[config.mk]
export PLATFORM = sky130hd
export DESIGN_NAME = mux_rr_arbiter_flat
export DESIGN_NICKNAME = d
export VERILOG_FILES = /design/src/rtl/mux_pkg.sv /design/src/rtl/mux_rr_arbiter_if.sv /design/src/rtl/mux_rr_arbiter_rr_pick.sv /design/src/rtl/mux_rr_arbiter.sv /design/src/flat_wrapper.sv
export SDC_FILE = /design/constraint.sdc
export NUM_CORES = 1
export LEC_CHECK = 0
export CAP_MARGIN = 20
export CORE_AREA = 2 2 39 41
export CTS_CLUSTER_DIAMETER = 60
export DETAILED_ROUTE_END_ITERATION = 16
export DIE_AREA = 0 0 41 43
export PLACE_DENSITY = 0.7
export SLEW_MARGIN = 20
export SYNTH_ARGS = -nofsm -noshare
export SYNTH_HDL_FRONTEND = slang
export SYNTH_SLANG_ARGS = --single-unit
[constraint.sdc]
create_clock -name clk -period 1.8 [get_ports clk]
set_input_delay 0.36 -clock clk [delete_from_list [all_inputs] [get_ports clk]]
set_output_delay 0.36 -clock clk [all_outputs]
set_load 0.05 [all_outputs]
[src/rtl/mux_pkg.sv]
// Shared constants and FSM state type for the 4:1 mux and its round-robin arbiter.
package mux_pkg;

    localparam int N_REQ = 4;
    localparam int SEL_W = 2;

    typedef enum logic {
        IDLE  = 1'b0,
        GRANT = 1'b1
    } state_e;

endpackage

[src/rtl/mux_rr_arbiter_if.sv]
// Handshake bundle between requesters/consumer (master side) and the arbiter (slave side).
interface mux_rr_arbiter_if #(
    parameter int N_REQ = mux_pkg::N_REQ,
    parameter int SEL_W = mux_pkg::SEL_W
);
    logic [N_REQ-1:0] req;
    logic             out_ready;
    logic [SEL_W-1:0] sel;
    logic [N_REQ-1:0] gnt;
    logic             out_valid;
    logic [N_REQ-1:0] ack;

    modport master (
        output req, out_ready,
        input  sel, gnt, out_valid, ack
    );

    modport slave (
        input  req, out_ready,
        output sel, gnt, out_valid, ack
    );
endinterface

[src/rtl/mux_rr_arbiter_rr_pick.sv]
// Rotated priority search: first set request starting at ptr, wrapping modulo N_REQ.
module rr_pick #(
    parameter int N_REQ = mux_pkg::N_REQ,
    parameter int SEL_W = mux_pkg::SEL_W
) (
    input  logic [N_REQ-1:0] req,
    input  logic [SEL_W-1:0] ptr,
    output logic             any,
    output logic [SEL_W-1:0] idx
);
    logic [SEL_W-1:0] cand;

    // Walk offsets from farthest to nearest so the nearest hit is the last one written.
    always_comb begin
        any  = 1'b0;
        idx  = ptr;
        cand = ptr;
        for (int i = N_REQ - 1; i >= 0; i--) begin
            cand = ptr + SEL_W'(i);
            if (req[cand]) begin
                any = 1'b1;
                idx = cand;
            end
        end
    end
endmodule

[src/rtl/mux_rr_arbiter.sv]
// Round-robin arbiter driving the 4:1 mux select, with valid/ready hold and winner ack.
module mux_rr_arbiter #(
    parameter int N_REQ     = mux_pkg::N_REQ,
    parameter int SEL_W     = mux_pkg::SEL_W,
    parameter int RESET_PTR = 0
) (
    input  logic                clk,
    input  logic                rst_n,
    mux_rr_arbiter_if.slave     bus
);
    import mux_pkg::*;

    state_e           state_q, state_d;
    logic [SEL_W-1:0] ptr_q, ptr_d;
    logic [SEL_W-1:0] sel_q, sel_d;
    logic [N_REQ-1:0] gnt_q, gnt_d;
    logic             out_valid_q, out_valid_d;
    logic             pick_any;
    logic [SEL_W-1:0] pick_idx;

    rr_pick #(
        .N_REQ (N_REQ),
        .SEL_W (SEL_W)
    ) u_pick (
        .req (bus.req),
        .ptr (ptr_q),
        .any (pick_any),
        .idx (pick_idx)
    );

    always_comb begin
        state_d     = state_q;
        ptr_d       = ptr_q;
        sel_d       = sel_q;
        gnt_d       = gnt_q;
        out_valid_d = out_valid_q;
        case (state_q)
            IDLE: begin
                gnt_d       = '0;
                out_valid_d = 1'b0;
                if (pick_any) begin
                    sel_d           = pick_idx;
                    gnt_d[pick_idx] = 1'b1;
                    out_valid_d     = 1'b1;
                    state_d         = GRANT;
                end
            end
            GRANT: begin
                // Requests are ignored here; only the consumer can release the grant.
                if (bus.out_ready) begin
                    gnt_d       = '0;
                    out_valid_d = 1'b0;
                    ptr_d       = sel_q + SEL_W'(1);
                    state_d     = IDLE;
                end
            end
            default: state_d = IDLE;
        endcase
    end

    always_ff @(posedge clk or negedge rst_n) begin
        if (!rst_n) begin
            state_q     <= IDLE;
            ptr_q       <= SEL_W'(RESET_PTR);
            sel_q       <= '0;
            gnt_q       <= '0;
            out_valid_q <= 1'b0;
        end else begin
            state_q     <= state_d;
            ptr_q       <= ptr_d;
            sel_q       <= sel_d;
            gnt_q       <= gnt_d;
            out_valid_q <= out_valid_d;
        end
    end

    assign bus.sel       = sel_q;
    assign bus.gnt       = gnt_q;
    assign bus.out_valid = out_valid_q;
    assign bus.ack       = (out_valid_q && bus.out_ready) ? gnt_q : '0;

    a_cfg: assert property (@(posedge clk) (N_REQ == 4) && (SEL_W == $clog2(N_REQ)));
    a_onehot: assert property (@(posedge clk) disable iff (!rst_n) $onehot0(gnt_q));
    a_gnt_vld: assert property (@(posedge clk) disable iff (!rst_n) ((gnt_q != '0) == out_valid_q));
endmodule
[src/flat_wrapper.sv]
// flat-port wrapper written by rule: the top's interface ports become plain ports
module mux_rr_arbiter_flat import mux_pkg::*;
#(
    parameter int N_REQ     = mux_pkg::N_REQ,
    parameter int SEL_W     = mux_pkg::SEL_W,
    parameter int RESET_PTR = 0
)
  (clk, rst_n, bus_req, bus_out_ready, bus_sel, bus_gnt, bus_out_valid, bus_ack);
  mux_rr_arbiter_if #(.N_REQ(N_REQ), .SEL_W(SEL_W)) bus_i ();
  input  logic clk;
  input  logic rst_n;
  input wire logic [$bits(bus_i.req)-1:0] bus_req;
  input wire logic [$bits(bus_i.out_ready)-1:0] bus_out_ready;
  output wire logic [$bits(bus_i.sel)-1:0] bus_sel;
  output wire logic [$bits(bus_i.gnt)-1:0] bus_gnt;
  output wire logic [$bits(bus_i.out_valid)-1:0] bus_out_valid;
  output wire logic [$bits(bus_i.ack)-1:0] bus_ack;
  assign bus_i.req = bus_req;
  assign bus_i.out_ready = bus_out_ready;
  assign bus_sel = bus_i.sel;
  assign bus_gnt = bus_i.gnt;
  assign bus_out_valid = bus_i.out_valid;
  assign bus_ack = bus_i.ack;
  mux_rr_arbiter #(.N_REQ(N_REQ), .SEL_W(SEL_W), .RESET_PTR(RESET_PTR)) u_core (.clk(clk), .rst_n(rst_n), .bus(bus_i));
endmodule
==> results of run 1 <==
==> power by group <==
group          internal, W  leakage, nW  switching (W)  total [W]
logic             0.000179        0.236       0.000282   0.000461
clock network    0.0000768       0.0138      0.0000677   0.000144
registers         0.000288        0.123      0.0000682   0.000356
==> cell families (layout without fill, tap and decap cells) <==
| family | count (synthesis) | in the layout | share of synthesized area, % |
|---|---|---|---|
| buffers and inverters | 1 | 25 | 0.738 |
| AOI/OAI and AO/OA | 15 | 15 | 20.4 |
| xor gates and xnor gates | 1 | 1 | 1.72 |
| DFF | 10 | 10 | 49.3 |
| and+or+nand+nor | 21 | 21 | 23.6 |
| muxes | 2 | 2 | 4.19 |
==> worst max-delay path by stage <==
stage	start	to	slack (ns)	depth (start not counted)
6_report	bus_req[3]	u_core.bus.gnt[2]	0.13	6
5_1_grt	bus_req[3]	u_core.bus.gnt[0]	0.02	7
4_1_cts	bus_req[3]	u_core.bus.gnt[2]	0.14	6
3_5_place_dp	bus_req[3]	u_core.bus.gnt[2]	-0.13	6
3_3_place_gp	bus_req[3]	u_core.bus.gnt[2]	-0.11	6
2_1_floorplan	u_core.bus.out_valid	bus_ack[0]	0.25	1
==> final cells by class <==
cell class                 instances  area share (%)
clock buffer                       3            2.91
inverter                           1           0.485
multi-input combinational         39            32.8
sequential                        10            32.4
tap                               16            2.59
timing repair buffer              21            28.8
==> stage by stage <==
step	TNS [ns]	cell area (um2)	worst slack, ns	std cells	total power, W
6_report	0	773	0.132	90	0.000961
5_1_grt	0	773	0.0189	90	0.00103
4_1_cts	0	773	0.140	90	0.000971
3_5_place_dp	-0.692	751	-0.134	87	0.000820
3_3_place_gp	-0.558	751	-0.105	87	0.000814
2_1_floorplan	0	508	0.247	50	0.000654
==> registers in the layout, summed over array words and instances (netlist names) <==
name and flops:
u_core.bus.gnt 4, u_core.bus.sel 2, u_core.ptr_q 2, u_core.bus.out_valid 1, u_core.state_q 1
==> per-layer routing <==
layer	track usage, %	vias to the layer above	wire, um
met1	20.7	210	466
li1	-	239	-
met4	10.0	0	0
met3	3.66	0	89
met2	26.9	23	573
met5	0	-	0
==> critical path, cell delays in order <==
cell and delay [ns]:
sky130_fd_sc_hd__clkdlybuf4s50_1 0.42, sky130_fd_sc_hd__buf_4 0.16, sky130_fd_sc_hd__nor4_1 0.34, sky130_fd_sc_hd__nor2_1 0.15
sky130_fd_sc_hd__a21boi_2 0.19, sky130_fd_sc_hd__a22o_1 0.20
==> placed cells by master, fill, tap and decap left out, drive strengths merged, types with 2 or more instances in the layout <==
| master | instances |
|---|---|
| clkbuf | 3 |
| a21oi | 3 |
| and3 | 4 |
| clkdlybuf4s50 | 6 |
| nor2 | 3 |
| nand2 | 5 |
| o21ai | 5 |
| nor2b | 2 |
| and2b | 2 |
| dfrtp | 10 |
| buf | 15 |
| a22o | 2 |
==> parameters.txt, run 1 <==
Parameter                              Value

Global route
  Global router's overall resource usage    roughly 17%
  Sum of overflow across all layers after global routing    0
  Number of antenna violations at the first check in global routing    0
  Largest net degree at the start of global routing    11
  Number of global-route vias before repair    484
  Wire length of the first global-routing pass    2.03 mm

Floorplanning
  Std cell rows    14
  I/O pin cnt    18
  Area of the die    ~1800 um2
  Standard cell core area    1380 um2
  Die Span Y    43 um
  Initial core utilization    about 37%
  Horizontal extent of the die    41 um

Logic synthesis
  Top area cells in the synthesized netlist    sky130_fd_sc_hd__dfrtp_1 49%, sky130_fd_sc_hd__and3_1 4.9%, sky130_fd_sc_hd__o21ai_0 4.9%
  Count of flip-flops with a built-in enable after synthesis    0
  Count of warnings emitted by yosys    0
  Total nets after synthesis    between 50 and 60
  Post-synthesis cell count    50
  Share of flip-flops with an asynchronous set or reset after synthesis    100%
  Sequential area share after synthesis    approximately 50%
  Most used standard cells in the synthesized netlist    10 x sky130_fd_sc_hd__dfrtp_1, 5 x sky130_fd_sc_hd__nand2_1, 5 x sky130_fd_sc_hd__o21ai_0, 4 x sky130_fd_sc_hd__and3_1
  Cell area after synthesis    about 510 um2
  Commonest register cell after synthesis    sky130_fd_sc_hd__dfrtp_1
  Synth Register Bits    10
  Yosys top cell area share    between 40% and 50%
  Library cell with the highest instance count after synthesis    sky130_fd_sc_hd__dfrtp_1
  Number of distinct library cells after synthesis    24
  Post-synth top area cell    sky130_fd_sc_hd__dfrtp_1
  Syn_area_per_cell    between 10 and 15 um2

Clock network
  Number of clock buffers inserted by TritonCTS    3
  Number of buffers inserted by post-CTS setup repair    0
  Gates resized, CTS repair    0
  Root Buffer    sky130_fd_sc_hd__clkbuf_4
  H-tree depth    1
  CTS tree    built
  Clock network latency to the later pin of the worst-skew pair    between 0.2 and 0.3 ns
  CTS Hold Bufs    0
  # clock sinks    10
  Clock transition time at the flip-flop clock pins of the worst setup and hold paths    0.06 ns
  Buffer depth of the longest clock path    2

Worst setup path
  CP max FO    6
  Endpoint of the lowest-slack register-to-register path    u_core.bus.gnt[1]
  CP startpoint kind    input port
  CP Data Required Time    around 1.9 ns
  Nature of the critical path endpoint    flip-flop
  Reg2Reg Depth    4
  Data arrival time of the critical path    about 1.8 ns
  Startpoint of the worst-slack reg-to-reg timing path    u_core.ptr_q[1]
  Setup slack of the most critical reg-to-reg path    just over 0.3 ns
  Critical path type    in -> reg

Flow run
  Max Cap Violations    0

Timing
  Minimum clock period    around 1.7 ns
  Worst relative slew slack    approximately 71%
  Final number of max-transition violations    0
  Hold violation total from the final report    0
  Actual slew at the worst max-slew pin    around 0.44 ns
  Smallest hold slack    between 0.4 and 0.5 ns
  Final clock period utilization by the worst path    between 90 and 100%
  Clock Skews    ~0.00044 ns
  Unrepaired setup endpoints after global routing    no
  Fmax    between 500 and 600 MHz
  Setup violation total in the final timing report    0

Power and ir drop
  Pleak    between 0.3 and 0.4 nW
  Worst ir drop on vdd    between 700 and 800 uV
  Power density cells    roughly 1200 nW/um2

Route
  DRC violations left    0
  Final routed wirelength across all metal layers    ~1.1 mm
  Detail Route Antenna Nets    0
  Vias per Instance    5.24
  Detailed-router iteration count before antenna repair    4
  Final routed wire length divided by cell count    12.5 um
  Vias    around 470
  Initial drt markers    15

Finish
  Area taken by flip-flops and latches    250 um2
  Area occupied by multi-input gates    between 200 and 300 um2
  Layout net count    83
  Share of final-layout standard cells stronger than drive strength 1    between 30% and 40%
  Synthesis-to-finish area growth    52.2%
  Share of the core filled with cells in the final layout    55.9%
  Fill count    around 120
  Diode count    0

Placed design
  Half-perimeter wire length of the detailed placement result    930 um
  Gpl congestion    0.866
  Count of port buffers added during placement    17

Worst hold path
  Worst min-delay path class    in -> async

Outcome
  Status    finished, final reports clean
Note: power is estimated with default switching activity, not from simulation.
==> run 2: changes to the inputs <==
- ABC_AREA: default -> 1
- CORE_AREA: 2 2 39 41 -> default
- CORE_MARGIN: default -> 2
- CORE_UTILIZATION: default -> 47
- DIE_AREA: 0 0 41 43 -> default
- PLACE_DENSITY: 0.7 -> 0.77
==> run 2 against run 1 <==
Compared with the run above:
- count of clock-buffer cells in the layout increased by 1
- worst hold slack worse by 0.025 ns
- synthesized cell count is 110% higher
- critical path type is now in -> out
==> parameters.txt, run 2 <==
Parameter                              Value

Worst setup path
  Nature of the critical path endpoint    output port
  Count of buffer and inverter cells on the critical path    2 (unchanged)
  CP max FO    4 (-2)
  Startpoint of the worst-slack reg-to-reg timing path    u_core.ptr_q[0]
  Kind of cell adding the most delay to the critical path    buffers and inverters
  Critical path's largest stage delay    0.48 ns (+0.06 ns)
  Critical path type    in -> out
  Reg2Reg Depth    10 (+6)
  CP startpoint kind    input port
  Cells along the critical path    clkdlybuf4s50_1 -> nand2_1 -> nor2_1 -> buf_12
  Crit-path slowest cell    sky130_fd_sc_hd__clkdlybuf4s50_1
  Endpoint of the lowest-slack register-to-register path    u_core.bus.sel[1]
  Data arrival time of the critical path    1.34 ns (-0.47 ns)
  CP Data Required Time    1.44 ns (-0.50 ns)
  Setup slack of the most critical reg-to-reg path    0.21 ns (-0.10 ns)

Finish
  Share of final-layout standard cells stronger than drive strength 1    33.8% (+2.8 points)
  Final cell count without fillers    146 (+62%)
  Diode count    0 (unchanged)
  Area occupied by multi-input gates    419 um2 (+65%)
  Area taken by flip-flops and latches    250 um2 (unchanged)
  Commonest cells after routing, fill and taps aside    38 x sky130_fd_sc_hd__nand2_1, 12 x sky130_fd_sc_hd__nand2_2, 10 x sky130_fd_sc_hd__inv_1, 10 x sky130_fd_sc_hd__buf_4, 10 x sky130_fd_sc_hd__dfrtp_1
  Synthesis-to-finish area growth    35.8%
  Most common cell after layout, fill and taps aside    sky130_fd_sc_hd__nand2_1
  Fill count    131 (+14%)
  Layout net count    138 (+66%)
  Flip-flop count of the largest register, all copies and words added    4 (unchanged)

Route
  Vias    741 (+57%)
  Final routed wirelength across all metal layers    1.62 mm (+44%)
  Final routed wire length divided by cell count    11.1 um (-11%)
  Initial drt markers    19 (+4)
  Vias per Instance    5.08 (-3.2%)
  DRC violations left    0 (unchanged)
  Detailed-router iteration count before antenna repair    4 (unchanged)
  Detail Route Antenna Nets    0 (unchanged)

Outcome
  Status    finished, final reports clean

Logic synthesis
  Commonest register cell after synthesis    sky130_fd_sc_hd__dfrtp_1
  Yosys top cell area share    34.1% (-15 points)
  Count of flip-flops with a built-in enable after synthesis    0 (unchanged)
  Count of warnings emitted by yosys    0 (unchanged)
  Synth Register Bits    10 (unchanged)
  Library cell with the highest instance count after synthesis    sky130_fd_sc_hd__nand2_1
  Cell area after synthesis    734 um2 (+45%)
  Top area cells in the synthesized netlist    sky130_fd_sc_hd__dfrtp_1 34%, sky130_fd_sc_hd__nand2_1 19%, sky130_fd_sc_hd__nand2_2 10%
  Post-synth top area cell    sky130_fd_sc_hd__dfrtp_1
  Number of distinct library cells after synthesis    19 (-21%)
  Sequential area share after synthesis    34.1% (-15 points)
  Most used standard cells in the synthesized netlist    38 x sky130_fd_sc_hd__nand2_1, 12 x sky130_fd_sc_hd__nand2_2, 10 x sky130_fd_sc_hd__dfrtp_1, 10 x sky130_fd_sc_hd__inv_1
  Total nets after synthesis    114 (+100%)
  Share of flip-flops with an asynchronous set or reset after synthesis    100% (unchanged)
  Syn_area_per_cell    6.86 um2 (-32%)
  Post-synthesis cell count    107 (+110%)

Floorplanning
  Horizontal extent of the die    43.5 um (+6.2%)
  I/O pin cnt    18 (unchanged)
  Standard cell core area    1490 um2 (+7.6%)
  Die Span Y    43.5 um (+1.2%)
  Std cell rows    14 (unchanged)
  Area of the die    1890 um2 (+7.5%)
  Initial core utilization    49.3% (+13 points)

Power and ir drop
  Comb power frac    67.9% (+20 points)
  Pleak    0.523 nW (+40%)
  Worst ir drop on vdd    1270 uV (+72%)
  Net switching power    0.00111 W (+170%)
  Share of total power in sequential cells    21.6% (-15 points)
  Internal power    0.000913 W (+68%)
  Sum of internal, switching and leakage power    0.00202 W (+110%)
  Net switching fraction of the power    54.9% (+11 points)
  Clock group share of total power    10.5% (-4.5 points)
  Power density cells    2030 nW/um2 (+63%)

Timing
  Unrepaired setup endpoints after global routing    no
  Final number of max-transition violations    0 (unchanged)
  Fmax    587 MHz (-2.1%)
  Actual slew at the worst max-slew pin    0.449 ns (+0.00921 ns)
  Setup violation total in the final timing report    0 (unchanged)
  Worst relative slew slack    70.0% (-0.62 points)
  Final clock period utilization by the worst path    94.6% (+1.9 points)
  Clock Skews    0.00772 ns (+0.00728 ns)
  Minimum clock period    1.70 ns (+0.0351 ns)
  Crit path setup slack, layout    0.0965 ns (-0.0351 ns)
  Hold violation total from the final report    0 (unchanged)

Clock network
  H-tree depth    1 (unchanged)
  CTS tree    built
  Gates resized, CTS repair    0 (unchanged)
  # clock sinks    10 (unchanged)
  Buffer depth of the longest clock path    2 (unchanged)
  Root Buffer    sky130_fd_sc_hd__clkbuf_4
  Clock network latency to the later pin of the worst-skew pair    0.28 ns (+0.03 ns)
  Number of clock buffers inserted by TritonCTS    3 (unchanged)
  CTS Hold Bufs    0 (unchanged)
  Number of buffers inserted by post-CTS setup repair    0 (unchanged)
  Clock transition time at the flip-flop clock pins of the worst setup and hold paths    0.07 ns (about the same)

Worst hold path
  Worst min-delay path class    in -> async

Global route
  Sum of overflow across all layers after global routing    0 (unchanged)
  Largest net degree at the start of global routing    11 (unchanged)
  Global router's overall resource usage    20.6% (+3.3 points)
  Number of antenna violations at the first check in global routing    0 (unchanged)
  Wire length of the first global-routing pass    2.82 mm (+39%)
  Number of global-route vias before repair    669 (+38%)

Placed design
  Count of port buffers added during placement    17 (unchanged)
  Half-perimeter wire length of the detailed placement result    1.32 mm (+42%)
  Pre-CTS setup slack    -0.0118 ns (+0.122 ns)
  Post-Place Cells    142 (+63%)
  Gpl congestion    0.827 (-4.5%)

Flow run
  Max Cap Violations    0 (unchanged)
==> run 2: metal layers <==
layer	up-vias	wire, um	track usage (%)
met1	334	700	24.3
li1	382	-	-
met3	4	69	4.17
met4	0	24	14.5
met2	21	827	33.1
met5	-	0	0
==> run 2: power by group through the flow <==
stage / clock network [W] / registers [W] / logic [W]
after global routing: 0.000221 / 0.000452 / 0.00153
final: 0.000212 / 0.000436 / 0.00137
after global placement: 0 / 0.000435 / 0.00134
after CTS: 0.000218 / 0.000437 / 0.00138
after floorplan: 0 / 0.000592 / 0.000901
after detailed placement: 0 / 0.000440 / 0.00137
==> run 2: worst max path at each step <==
stage,from,end,slack [ns],cells after the start
6_report,bus_out_ready,bus_ack[0],0.1,4
5_1_grt,bus_out_ready,bus_ack[2],0.001,4
4_1_cts,bus_out_ready,bus_ack[1],0.08,4
3_5_place_dp,bus_req[2],u_core.bus.gnt[2],-0.01,9
3_3_place_gp,bus_req[2],u_core.bus.gnt[2],0.04,9
2_1_floorplan,u_core.bus.out_valid,bus_ack[0],-0.04,2
==> run 2: layout make-up <==
| class | instances | share of cell area, % |
|---|---|---|
| well taps | 16 | 2.01 |
| inverters | 15 | 5.65 |
| multi-input cells | 81 | 42.0 |
| flip-flops and latches | 10 | 25.1 |
| clock buffers | 4 | 3.64 |
| repair buffers | 20 | 21.6 |
==> run 2: per-stage QoR <==
step / util, % / setup TNS (ns) / hold slack [ns] / area (um2)
floorplan: - / -0.160 / 0.0644 / 734
global placement: 64.4 / 0 / 0.492 / 958
detailed placement: 64.4 / -0.0118 / 0.493 / 958
CTS: 66.8 / 0 / 0.399 / 995
global route: 67.0 / 0 / 0.426 / 997
finish: 67.0 / 0 / 0.388 / 997
==> run 2: cell families after synthesis <==
family	synth area share (%)
and+or+nand+nor	47.5
buffers and inverters	9.20
DFF	34.1
AOI/OAI and AO/OA	8.01
xor gates and xnor gates	1.19
==> run 2: worst register-to-register path: cells and delay by family (launching register included) <==
kind	cells	cell delay, ns
AND/OR/NAND/NOR	6	0.47
AO/OA/AOI/OAI	2	0.24
buffers and inverters	2	0.26
flip-flops	1	0.49
==> run 3: changes to the inputs <==
- CORE_UTILIZATION: 47 -> 46
- PLACE_DENSITY: 0.77 -> 0.76
- SYNTH_HIERARCHICAL: default -> 1
==> run 3 against run 2 <==
Compared with the run above:
- cell count fell by 1.4%
- clock power is 6% lower
- global-route usage is 2.0 points lower
- die area is 4.2% lower
- fmax grew 1.9%
- wire length decreased by 13%
- sequential power rose by 5.0%
- clock skew fell by 0.0016 ns
- count of clock-buffer cells in the layout is the same
- combinational power decreased by 11%
- area after synthesis decreased by 6.6%
- setup slack improved by 0.032 ns
- critical path type unchanged
- critical endpoint unchanged
==> parameters.txt, run 3 <==
Parameter                              Value

Finish
  Most common cell after layout, fill and taps aside    sky130_fd_sc_hd__nand2_1
  Share of final-layout standard cells stronger than drive strength 1    20.9% (-13 points)
  Synthesis-to-finish area growth    36.9%
  Commonest cells after routing, fill and taps aside    46 x sky130_fd_sc_hd__nand2_1, 16 x sky130_fd_sc_hd__inv_1, 9 x sky130_fd_sc_hd__buf_4, 9 x sky130_fd_sc_hd__dfrtp_1, 7 x sky130_fd_sc_hd__nand3_1
  Diode count    0 (unchanged)
  Share of the core filled with cells in the final layout    69.5% (+2.5 points)
  Flip-flop count of the largest register, all copies and words added    4 (unchanged)
  Final cell count without fillers    144 (-1.4%)
  Fill count    119 (-9.2%)
  Layout net count    137 (-0.72%)

Route
  Vias    679 (-8.4%)
  Final routed wire length divided by cell count    9.74 um (-12%)
  Detailed-router iteration count before antenna repair    4 (unchanged)
  Vias per Instance    4.72 (-7.1%)
  Detail Route Antenna Nets    0 (unchanged)
  Final routed wirelength across all metal layers    1.40 mm (-13%)
  DRC violations left    0 (unchanged)
  Initial drt markers    9 (-10)

Logic synthesis
  Synth Register Bits    10 (unchanged)
  Sequential area share after synthesis    36.5% (+2.4 points)
  Most used standard cells in the synthesized netlist    46 x sky130_fd_sc_hd__nand2_1, 16 x sky130_fd_sc_hd__inv_1, 10 x sky130_fd_sc_hd__dfrtp_1, 7 x sky130_fd_sc_hd__nand3_1, 6 x sky130_fd_sc_hd__nor2_1
  Syn_area_per_cell    6.41 um2 (-6.6%)
  Post-synthesis cell count    107 (unchanged)
  Library cell with the highest instance count after synthesis    sky130_fd_sc_hd__nand2_1
  Cell area after synthesis    686 um2 (-6.6%)
  Total nets after synthesis    114 (unchanged)
  Share of flip-flops with an asynchronous set or reset after synthesis    100% (unchanged)
  Yosys top cell area share    36.5% (+2.4 points)
  Count of warnings emitted by yosys    6 (+6)
  Count of flip-flops with a built-in enable after synthesis    0 (unchanged)
  Commonest register cell after synthesis    sky130_fd_sc_hd__dfrtp_1
  Top area cells in the synthesized netlist    sky130_fd_sc_hd__dfrtp_1 36%, sky130_fd_sc_hd__nand2_1 25%, sky130_fd_sc_hd__inv_1 8.8%
  Post-synth top area cell    sky130_fd_sc_hd__dfrtp_1
  Number of distinct library cells after synthesis    19 (unchanged)

Timing
  Setup violation total in the final timing report    0 (unchanged)
  Unrepaired setup endpoints after global routing    no
  Aggregate negative setup slack    0 ns (unchanged)
  Fmax    598 MHz (+1.9%)
  Final number of max-transition violations    0 (unchanged)
  Smallest hold slack    0.400 ns (+0.0123 ns)
  Worst relative slew slack    70.6% (+0.65 points)
  Final clock period utilization by the worst path    92.8% (-1.8 points)
  Hold violation total from the final report    0 (unchanged)
  Clock Skews    0.00612 ns (-0.00160 ns)
  Minimum clock period    1.67 ns (-0.0323 ns)
  Actual slew at the worst max-slew pin    0.439 ns (-0.00976 ns)

Power and ir drop
  Clock group share of total power    10.6% (about the same)
  Net switching fraction of the power    53.9% (-1.0 points)
  Comb power frac    65.0% (-2.9 points)
  Power density cells    2010 nW/um2 (-1.1%)
  Net switching power    0.00101 W (-8.6%)
  Share of total power in sequential cells    24.4% (+2.8 points)
  Worst ir drop on vdd    1110 uV (-13%)
  Internal power    0.000868 W (-4.8%)
  Sum of internal, switching and leakage power    0.00188 W (-6.9%)
  Pleak    0.519 nW (-0.79%)

Floorplanning
  Initial core utilization    50.8% (+1.5 points)
  Die Span Y    42.6 um (-2.1%)
  I/O pin cnt    18 (unchanged)
  Std cell rows    13 (-1)
  Standard cell core area    1350 um2 (-9.3%)
  Horizontal extent of the die    42.6 um (-2.1%)
  Area of the die    1820 um2 (-4.2%)

Clock network
  H-tree depth    1 (unchanged)
  Clock transition time at the flip-flop clock pins of the worst setup and hold paths    0.07 ns (about the same)
  CTS Hold Bufs    0 (unchanged)
  Clock network latency to the later pin of the worst-skew pair    0.27 ns (about the same)
  # clock sinks    10 (unchanged)
  CTS tree    built
  Buffer depth of the longest clock path    2 (unchanged)
  Root Buffer    sky130_fd_sc_hd__clkbuf_4
  Number of clock buffers inserted by TritonCTS    3 (unchanged)

Global route
  Number of antenna violations at the first check in global routing    0 (unchanged)
  Wire length of the first global-routing pass    2.55 mm (-9.8%)
  Largest net degree at the start of global routing    12 (+1)
  Global router's overall resource usage    18.6% (-2.0 points)
  Sum of overflow across all layers after global routing    0 (unchanged)
  Number of global-route vias before repair    612 (-8.5%)

Flow run
  Max Cap Violations    0 (unchanged)

Placed design
  Count of port buffers added during placement    17 (unchanged)
  Gpl congestion    0.792 (-4.3%)
  Half-perimeter wire length of the detailed placement result    1.16 mm (-12%)
  Post-Place Cells    140 (-1.4%)

Outcome
  Status    finished, final reports clean

Worst hold path
  Worst min-delay path class    in -> async

Worst setup path
  CP Data Required Time    1.44 ns (about the same)
  Worst setup endpoint    bus_ack[0]
  Data arrival time of the critical path    1.31 ns (-0.03 ns)
  Nature of the critical path endpoint    output port
  Reg2Reg Depth    9 (-1)
  Crit path launch    bus_out_ready
  Setup slack of the most critical reg-to-reg path    0.21 ns (about the same)
  Startpoint of the worst-slack reg-to-reg timing path    u_core/ptr_q[0]
  CP max FO    4 (unchanged)
  CP startpoint kind    input port
  Endpoint of the lowest-slack register-to-register path    u_core/bus.sel[1]
  Critical path type    in -> out
## run 3: cell types whose count changed in the layout (fill, tap and decap cells not counted), moves of 2 or more
cell,delta
sky130_fd_sc_hd__inv_2,-3
sky130_fd_sc_hd__nand2_1,+8
sky130_fd_sc_hd__o21ai_1,+3
sky130_fd_sc_hd__nor2_2,-2
sky130_fd_sc_hd__nand2_2,-11
sky130_fd_sc_hd__inv_4,+2
sky130_fd_sc_hd__inv_1,+6
## run 3: worst min path at each step
| stage | end | startpoint | slack [ns] | cells after the start |
|---|---|---|---|---|
| floorplan | u_core/bus.gnt[0] | rst_n | 0.06 | 0 |
| global placement | u_core/bus.gnt[2] | u_core/bus.gnt[2] | 0.49 | 2 |
| detailed placement | u_core/bus.gnt[1] | u_core/bus.gnt[1] | 0.49 | 2 |
| CTS | u_core/bus.gnt[0] | rst_n | 0.41 | 1 |
| global route | u_core/bus.sel[0] | rst_n | 0.43 | 1 |
| finish | u_core/bus.out_valid | rst_n | 0.40 | 1 |
## run 3: cells by family (layout without fill, tap and decap cells)
kind of cell | Yosys count | after routing | synth area share, %
flops | 10 | 10 | 36.5
simple gates | 65 | 65 | 41.1
compound gates | 10 | 10 | 8.58
buf+inv | 22 | 44 | 13.9
## run 3: power groups by stage
stage / clock (W) / sequential, W / combinational, W
2_1_floorplan: 0 / 0.000622 / 0.000737
3_3_place_gp: 0 / 0.000452 / 0.00120
3_5_place_dp: 0 / 0.000459 / 0.00122
4_1_cts: 0.000205 / 0.000455 / 0.00122
5_1_grt: 0.000221 / 0.000474 / 0.00137
6_report: 0.000200 / 0.000458 / 0.00122
## run 3: cell type report
class / instances / area [um2] / share of cell area [%]
clock buffers: 4 / 36.3 / 3.87
inverters: 21 / 83.8 / 8.93
multi-input cells: 75 / 340 / 36.3
flip-flops and latches: 10 / 251 / 26.8
well taps: 15 / 18.8 / 2.00
repair buffers: 19 / 208 / 22.1
## run 3: per-layer routing
metal	vias up	part of all wire, %	track usage, %
met3	2	3.6	5.17
li1	373	-	-
met1	292	50	24.8
met4	0	0.86	7.50
met2	12	45	28.3
met5	-	0	0
## run 3: stage by stage
| step | setup slack (ns) | instance area [um2] |
|---|---|---|
| 2_1_floorplan | -0.0311 | 686 |
| 3_3_place_gp | -0.0430 | 901 |
| 3_5_place_dp | -0.0600 | 901 |
| 4_1_cts | 0.114 | 937 |
| 5_1_grt | 0.0307 | 938 |
| 6_report | 0.129 | 938 |
## run 3: timing repair
item | CTS | global route
setup buffers | 0 | 0
gates resized for setup | 0 | 1
hold endpoints to repair | 0 | 0
setup endpoints to repair | 0 | 6
## run 3: critical path, cell delays in order
cell and delay [ns]:
sky130_fd_sc_hd__clkdlybuf4s50_1 0.48, sky130_fd_sc_hd__nand2_1 0.11, sky130_fd_sc_hd__nor2_1 0.19, sky130_fd_sc_hd__buf_12 0.17
